--- src/rtl/soc_event_dc_rx_if.sv ---
// soc_event_dc_rx_if: token, data-lane and event-stream bundle of the cluster-side event ring reader
interface soc_event_dc_rx_if #(
  parameter int BUFFER_WIDTH = 8,
  parameter int EVNT_WIDTH = 8
);
  logic [BUFFER_WIDTH-1:0] events_wt_i;
  logic [BUFFER_WIDTH*EVNT_WIDTH-1:0] events_da_i;
  logic [BUFFER_WIDTH-1:0] events_rp_o;
  logic flush_i;
  logic evt_valid_o;
  logic evt_ready_i;
  logic [EVNT_WIDTH-1:0] evt_data_o;
  logic [$clog2(BUFFER_WIDTH+2)-1:0] pending_o;
  modport master (
    output events_wt_i, events_da_i, flush_i, evt_ready_i,
    input events_rp_o, evt_valid_o, evt_data_o, pending_o
  );
  modport slave (
    input events_wt_i, events_da_i, flush_i, evt_ready_i,
    output events_rp_o, evt_valid_o, evt_data_o, pending_o
  );
endinterface

--- src/rtl/soc_event_dc_rx.sv ---
// soc_event_dc_rx: cluster-side read half of the SoC-to-cluster dual-clock event ring
module soc_event_dc_rx #(
  parameter int BUFFER_WIDTH = 8,
  parameter int EVNT_WIDTH = 8,
  parameter int SYNC_STAGES = 2
) (
  input logic clk_i,
  input logic rst_ni,
  soc_event_dc_rx_if.slave bus
);
  localparam int IW = $clog2(BUFFER_WIDTH);
  localparam int PW = $clog2(BUFFER_WIDTH + 2);
  logic [SYNC_STAGES-1:0][BUFFER_WIDTH-1:0] sync_q;
  logic [BUFFER_WIDTH-1:0] wt_s, full, rp_q, sel;
  logic [IW-1:0] rd_idx, rd_inc, rd_fl;
  logic [PW-1:0] cnt;
  logic [EVNT_WIDTH-1:0] data_q;
  logic valid_q, load;
  int sum;
  assign wt_s = sync_q[SYNC_STAGES-1];
  assign full = wt_s ^ rp_q;
  assign bus.evt_valid_o = valid_q;
  assign bus.evt_data_o = data_q;
  assign bus.events_rp_o = rp_q;
  assign bus.pending_o = cnt + PW'(valid_q);
  // per-bit token synchronizers; data lanes are held stable by the writer and never synchronized
  always_ff @(posedge clk_i or negedge rst_ni) begin
    if (!rst_ni) sync_q <= '0;
    else sync_q <= {sync_q[SYNC_STAGES-2:0], bus.events_wt_i};
  end
  // occupancy, load decision and next read index for normal advance and flush skip
  always_comb begin
    cnt = '0;
    for (int i = 0; i < BUFFER_WIDTH; i++) cnt = cnt + PW'(full[i]);
    sum = int'(rd_idx) + int'(cnt);
    load = full[rd_idx] & (~valid_q | bus.evt_ready_i) & ~bus.flush_i;
    rd_inc = (int'(rd_idx) == BUFFER_WIDTH - 1) ? '0 : rd_idx + IW'(1);
    rd_fl = IW'(sum >= BUFFER_WIDTH ? sum - BUFFER_WIDTH : sum);
    sel = BUFFER_WIDTH'(1) << rd_idx;
  end
  // output register and read pointers; flush beats load, load beats a bare pop
  always_ff @(posedge clk_i or negedge rst_ni) begin
    if (!rst_ni) begin
      rp_q <= '0;
      rd_idx <= '0;
      data_q <= '0;
      valid_q <= 1'b0;
    end else if (bus.flush_i) begin
      valid_q <= 1'b0;
      rp_q <= rp_q ^ full;
      rd_idx <= rd_fl;
    end else if (load) begin
      data_q <= bus.events_da_i[int'(rd_idx)*EVNT_WIDTH +: EVNT_WIDTH];
      valid_q <= 1'b1;
      rp_q <= rp_q ^ sel;
      rd_idx <= rd_inc;
    end else if (bus.evt_ready_i & valid_q) begin
      valid_q <= 1'b0;
    end
  end
endmodule

--- src/flat_wrapper.sv ---
// flat-port wrapper written by rule: the top's interface ports become plain ports
module soc_event_dc_rx_flat 
#(
  parameter int BUFFER_WIDTH = 8,
  parameter int EVNT_WIDTH = 8,
  parameter int SYNC_STAGES = 2
)
  (clk_i, rst_ni, bus_events_wt_i, bus_events_da_i, bus_flush_i, bus_evt_ready_i, bus_events_rp_o, bus_evt_valid_o, bus_evt_data_o, bus_pending_o);
  soc_event_dc_rx_if #(.BUFFER_WIDTH(BUFFER_WIDTH), .EVNT_WIDTH(EVNT_WIDTH)) bus_i ();
  input logic clk_i;
  input logic rst_ni;
  input wire logic [$bits(bus_i.events_wt_i)-1:0] bus_events_wt_i;
  input wire logic [$bits(bus_i.events_da_i)-1:0] bus_events_da_i;
  input wire logic [$bits(bus_i.flush_i)-1:0] bus_flush_i;
  input wire logic [$bits(bus_i.evt_ready_i)-1:0] bus_evt_ready_i;
  output wire logic [$bits(bus_i.events_rp_o)-1:0] bus_events_rp_o;
  output wire logic [$bits(bus_i.evt_valid_o)-1:0] bus_evt_valid_o;
  output wire logic [$bits(bus_i.evt_data_o)-1:0] bus_evt_data_o;
  output wire logic [$bits(bus_i.pending_o)-1:0] bus_pending_o;
  assign bus_i.events_wt_i = bus_events_wt_i;
  assign bus_i.events_da_i = bus_events_da_i;
  assign bus_i.flush_i = bus_flush_i;
  assign bus_i.evt_ready_i = bus_evt_ready_i;
  assign bus_events_rp_o = bus_i.events_rp_o;
  assign bus_evt_valid_o = bus_i.evt_valid_o;
  assign bus_evt_data_o = bus_i.evt_data_o;
  assign bus_pending_o = bus_i.pending_o;
  soc_event_dc_rx #(.BUFFER_WIDTH(BUFFER_WIDTH), .EVNT_WIDTH(EVNT_WIDTH), .SYNC_STAGES(SYNC_STAGES)) u_core (.clk_i(clk_i), .rst_ni(rst_ni), .bus(bus_i));
endmodule
--- config.mk ---
export PLATFORM = sky130hd
export DESIGN_NAME = soc_event_dc_rx_flat
export DESIGN_NICKNAME = d
export VERILOG_FILES = /design/src/rtl/soc_event_dc_rx_if.sv /design/src/rtl/soc_event_dc_rx.sv /design/src/flat_wrapper.sv
export SDC_FILE = /design/constraint.sdc
export NUM_CORES = 1
export LEC_CHECK = 0
export ABC_AREA = 1
export CAP_MARGIN = 5
export CORE_AREA = 2 2 118 63
export CTS_CLUSTER_DIAMETER = 100
export DETAILED_ROUTE_END_ITERATION = 16
export DIE_AREA = 0 0 120 65
export PLACE_DENSITY = 0.75
export SYNTH_ARGS = -nofsm -noshare
export SYNTH_HDL_FRONTEND = slang
export SYNTH_SLANG_ARGS = --single-unit
--- constraint.sdc ---
create_clock -name clk_i -period 4.1 [get_ports clk_i]
set_input_delay 0.82 -clock clk_i [delete_from_list [all_inputs] [get_ports clk_i]]
set_output_delay 0.82 -clock clk_i [all_outputs]
set_load 0.05 [all_outputs]
### Word level (Yosys, flattened, before mapping)

Cells that the tools add are included.

* equality and inequality tests: 1
* bitwise operators: 9
* shifts and indexed selects: 2
* magnitude comparators: 2
* add/subtract/negate cells: 11
* reduce and logical (&&, ||, !) cells: 3
* muxes and demuxes: 11

Operators by type and width (number)
* $shiftx A64 B7 Y8: 1
* $add A4 B1 Y4: 7
* $xor A8 B8 Y8: 3
* $mux W8: 2
* $mux W3: 4
* $shl A1 B3 Y8 const A: 1
* $add A3 B4 Y5: 1
* $ge A5 B4 Y1 const B: 1
* $lt A3 B4 Y1 const B: 1
* $mux W1: 4
* $add A3 B1 Y3 const B: 1
* $and A1 B1 Y1: 3
* $bmux W1 S3: 1
* $eq A3 B1 Y1 const B: 1
* $reduce_bool A3 Y1: 1
* $sub A3 B1 Y3 const B: 1
* $add A1 B1 Y2: 1
* $not A1 Y1: 2
* $reduce_and A2 Y1: 1
* $reduce_bool A2 Y1: 1
* $or A1 B1 Y1: 1

* output and inout bits: 21
* register bits: 36
* logic and storage cells: 45

### Longest topological paths before layout

* depth after elaboration: 12
* gate-level depth with buffers: 19
* mapped depth without buffers: 19

### Worst setup path before layout

No wires, ideal clock.

* kind: reg-to-output
* start: register u_core.rp_q[1], in the netlist u_core.bus.events_rp_o[1]
* end: output bus_pending_o[2]
* data arrival time: 4.331 ns
* required time: 3.280 ns
* stages on the path, launching flop included: 12
* setup slack: -1.051 ns
* buffers on the path: 0
* path through: dfrtp_1 nand2_1 and2_1 ha_1 inv_1 fa_1 fa_1 fa_1 fa_1 inv_1 ha_1 xnor2_1

* cells in the longest elaborated chain, start to end: 9

RTL lines
* start: declaration: RTL line soc_event_dc_rx.sv:14 `logic [BUFFER_WIDTH-1:0] wt_s, full, rp_q, sel;`
* start signal: assignment: RTL line soc_event_dc_rx.sv:50 `rp_q <= rp_q ^ full;`
* start signal: assignment: RTL line soc_event_dc_rx.sv:55 `rp_q <= rp_q ^ sel;`
* $xor A8 B8 Y8: RTL line soc_event_dc_rx.sv:21 `assign full = wt_s ^ rp_q;`
* $add A1 B1 Y2: RTL line soc_event_dc_rx.sv:34 `for (int i = 0; i < BUFFER_WIDTH; i++) cnt = cnt + PW'(full[i]);`
* $add A4 B1 Y4 (6 in a row): RTL line soc_event_dc_rx.sv:34
* $add A4 B1 Y4: RTL line soc_event_dc_rx.sv:25 `assign bus.pending_o = cnt + PW'(valid_q);`
* end: declaration: RTL line flat_wrapper.sv:19 `output wire logic [$bits(bus_i.pending_o)-1:0] bus_pending_o;`

Every way passes these cells.

### Final worst setup path

* start: register u_core.rp_q[1], in the netlist u_core.bus.events_rp_o[1]
* end: output bus_pending_o[3]

The elaborated chain is that of the path after synthesis.

==> results.md <==
* Width of the die at 120 um
* MaxCap Viol Count at 0
* Slew headroom at 43.70%
* Cell count after synthesis at 370
* Largest net degree at the start of global routing at 42
* Crit-path max FO at 3
* Met1 Use GR at 33.73%
* Fillers at 615
* Final WL at 8206 um
* CTS buffer count at 5
* H-tree levels at 2
* Top FF cell, synth: dfrtp_1
* Critical Path Sink Type: output port
* Commonest cells after routing, fill and taps aside: 135 x nand2_1, 92 x clkdlybuf4s50_1, 72 x nand3_1, 34 x dfrtp_1, 25 x inv_1
* Share of cells above drive strength 1 at 12.92%
* Area Growth Syn to Fin at 51.92%
* Clk sink count at 36
* #FFs+latches synth at 36
* RSZ-0062 raised after global routing: true
* Worst Hold Class: register to register
* Most common library cell in the layout ignoring fill and taps: nand2_1
* Global placement routability congestion at 0.8731
* Final setup viols at 3
* CTS max path bufs at 2
* Via-to-Cell Ratio at 4.952
* GR peak layer: met1
* Final Max Tran Viols at 0
* Failing checks: setup timing
* Post-DP HPWL at 5993 um
* First-pass GRT wire length at 12760 um
* FFs w/ async S/R, synth at 100.0%
* GR Layer Usage met2 at 28.20%
* Layout Nets at 564
* Worst Setup Start Kind: register
* Critical path class: register to output port
* Ports at 97
* Aggregate global routing overflow at 0
* Seq/Total Area, Yosys at 34.14%
* CTS tree: built
* Worst Setup Slack, final at -0.4733 ns
* Initial Util at 38.19%
* Critical Path AT at 3.75 ns
* Worst-margin pin slew at 0.8445 ns
* Core ar. at 6909 um^2
* Reg clk slew, reported paths at 0.05 ns
* Clock Latency Late Sink at 0.28 ns
* Initial DRC Count at 243
* Pre-antenna DRT Iters at 5
* Mapped Nets at 463
* Via Count at 2813
* Synth Warn # at 0
* Min Tclk post-route at 4.573 ns
* Gr usage total at 21.04%
* Sequential cell area at 903.4 um^2
* CP Data Required Time at 3.28 ns
* Peak Freq at 218.7 MHz
* DRC Markers at 0
* Synth cell types at 24
* Port bufs at 96
* WL per Instance at 14.45 um
* Fin crit share at 111.5%
* Area of the multi-input gates at 1588 um^2
* Die area at 7800 um^2
* Row cnt at 22
* Netlist Area Pre-Place at 2639 um^2
* Outcome: finished, violations left
* Die H at 65 um
* Layout Skew at 0.002871 ns
* Finished Core Util at 58.02%
* Routed Antenna Nets at 0
* Final hold vios at 0
* Post-synth EDFFs at 0
* Syn Area/Cell at 7.132 um^2
* Vias in the first global route at 2458
* Root Buffer: clkbuf_16
* R2R Setup Slk at 0.07 ns
* Antenna diode count at 0
* M3 GR Usage at 5.106%
* Initial antenna violation count at 0
per-stage QoR:
| step | area [um^2] | instances | setup slack [ns] | hold WS [ns] | TNS [ns] |
|---|---|---|---|---|---|
| finish | 4009 | 568 | -0.4733 | 0.3458 | -1.272 |
| global placement | 3792 | 557 | -0.2683 | 0.3324 | -0.6076 |
| CTS | 3999 | 567 | -0.4986 | 0.3471 | -1.385 |
| detailed placement | 3792 | 557 | -0.3578 | 0.3347 | -0.9501 |
| global route | 4009 | 568 | -0.6061 | 0.3516 | -1.770 |
| floorplan | 2684 | 370 | -0.3543 | 0.3312 | -0.9244 |
repair_timing:
| action | CTS | global route |
|---|---|---|
| gates resized for setup | 13 | 3 |
| pin swaps | 10 | 7 |
| hold buffers | 0 | 0 |
| setup buffers | 2 | 1 |
| endpoints found under the setup margin | 5 | 6 |
cell type report:
| class | instances | share of cell area [%] |
|---|---|---|
| Inverter | 36 | 3.371 |
| Clock buffer | 7 | 3.308 |
| Multi-Input combinational cell | 280 | 39.61 |
| Sequential cell | 36 | 22.53 |
| Tap cell | 96 | 2.996 |
| Clock inverter | 1 | 0.2185 |
| Timing Repair Buffer | 112 | 27.97 |
sequential cells by signal (all words and copies together) (netlist names):
register / count
u_core.bus.events_rp_o: 8
u_core.bus.evt_data_o: 8
u_core.wt_s: 8
u_core.rd_idx: 3
u_core.bus.evt_valid_o: 1
u_core.sync_q: 8
cells in the mapped netlist (2+ instances only):
library cell / instances / area [um^2]
buf_6: 3 / 33.78
inv_2: 6 / 22.52
nand4_1: 9 / 56.30
or2_2: 2 / 12.51
nand3_1: 72 / 360.4
o21ai_1: 3 / 15.01
fa_1: 5 / 100.1
ha_1: 12 / 150.1
inv_1: 30 / 112.6
nand2_1: 138 / 518.0
o21ai_0: 12 / 60.06
xor2_1: 8 / 70.07
xnor2_1: 3 / 26.28
dfrtp_1: 36 / 900.9
and2_1: 5 / 31.28
buf_2: 13 / 65.06
nand2_2: 3 / 18.77
nand3_2: 4 / 40.04
layer usage:
metal | wire length (um) | share of wire [%]
met2 | 3137 | 38
met4 | 50 | 0.61
met5 | 0 | 0
met3 | 790 | 9.6
met1 | 4228 | 52
logic make-up after synthesis:
logic type	Yosys count	share of synthesized area, %
buf+inv	54	9.293
flops	36	34.14
simple gates	236	40.35
compound gates	16	3.082
xor+xnor	11	3.651
fa+ha+maj	17	9.483
final timing paths:
check	from	end	cells past startpoint
hold / removal	u_core.sync_q[6]	u_core.wt_s[6]	0
hold reg to reg	u_core.sync_q[6]	u_core.wt_s[6]	0
setup / recovery	u_core.bus.events_rp_o[1]	bus_pending_o[3]	13
max in group asynchronous	rst_ni	u_core.bus.events_rp_o[1]	2
setup reg to reg	u_core.bus.events_rp_o[1]	u_core.rd_idx[2]	17
min in group asynchronous	rst_ni	u_core.bus.evt_data_o[1]	2
worst max-delay path: stages (launching register included):
cell	delay [ns]
dfrtp_2	0.42
inv_2	0.07
nand2_2	0.06
and2_4	0.15
ha_4	0.25
inv_2	0.03
fa_1	0.55
fa_1	0.43
fa_2	0.39
fa_2	0.36
or2_4	0.26
nand4_1	0.19
xnor2_4	0.15
buf_12	0.15
Power is left out: the tool's default activity adds up to more than one toggle a clock period on the data nets, which glitch-free logic cannot reach.
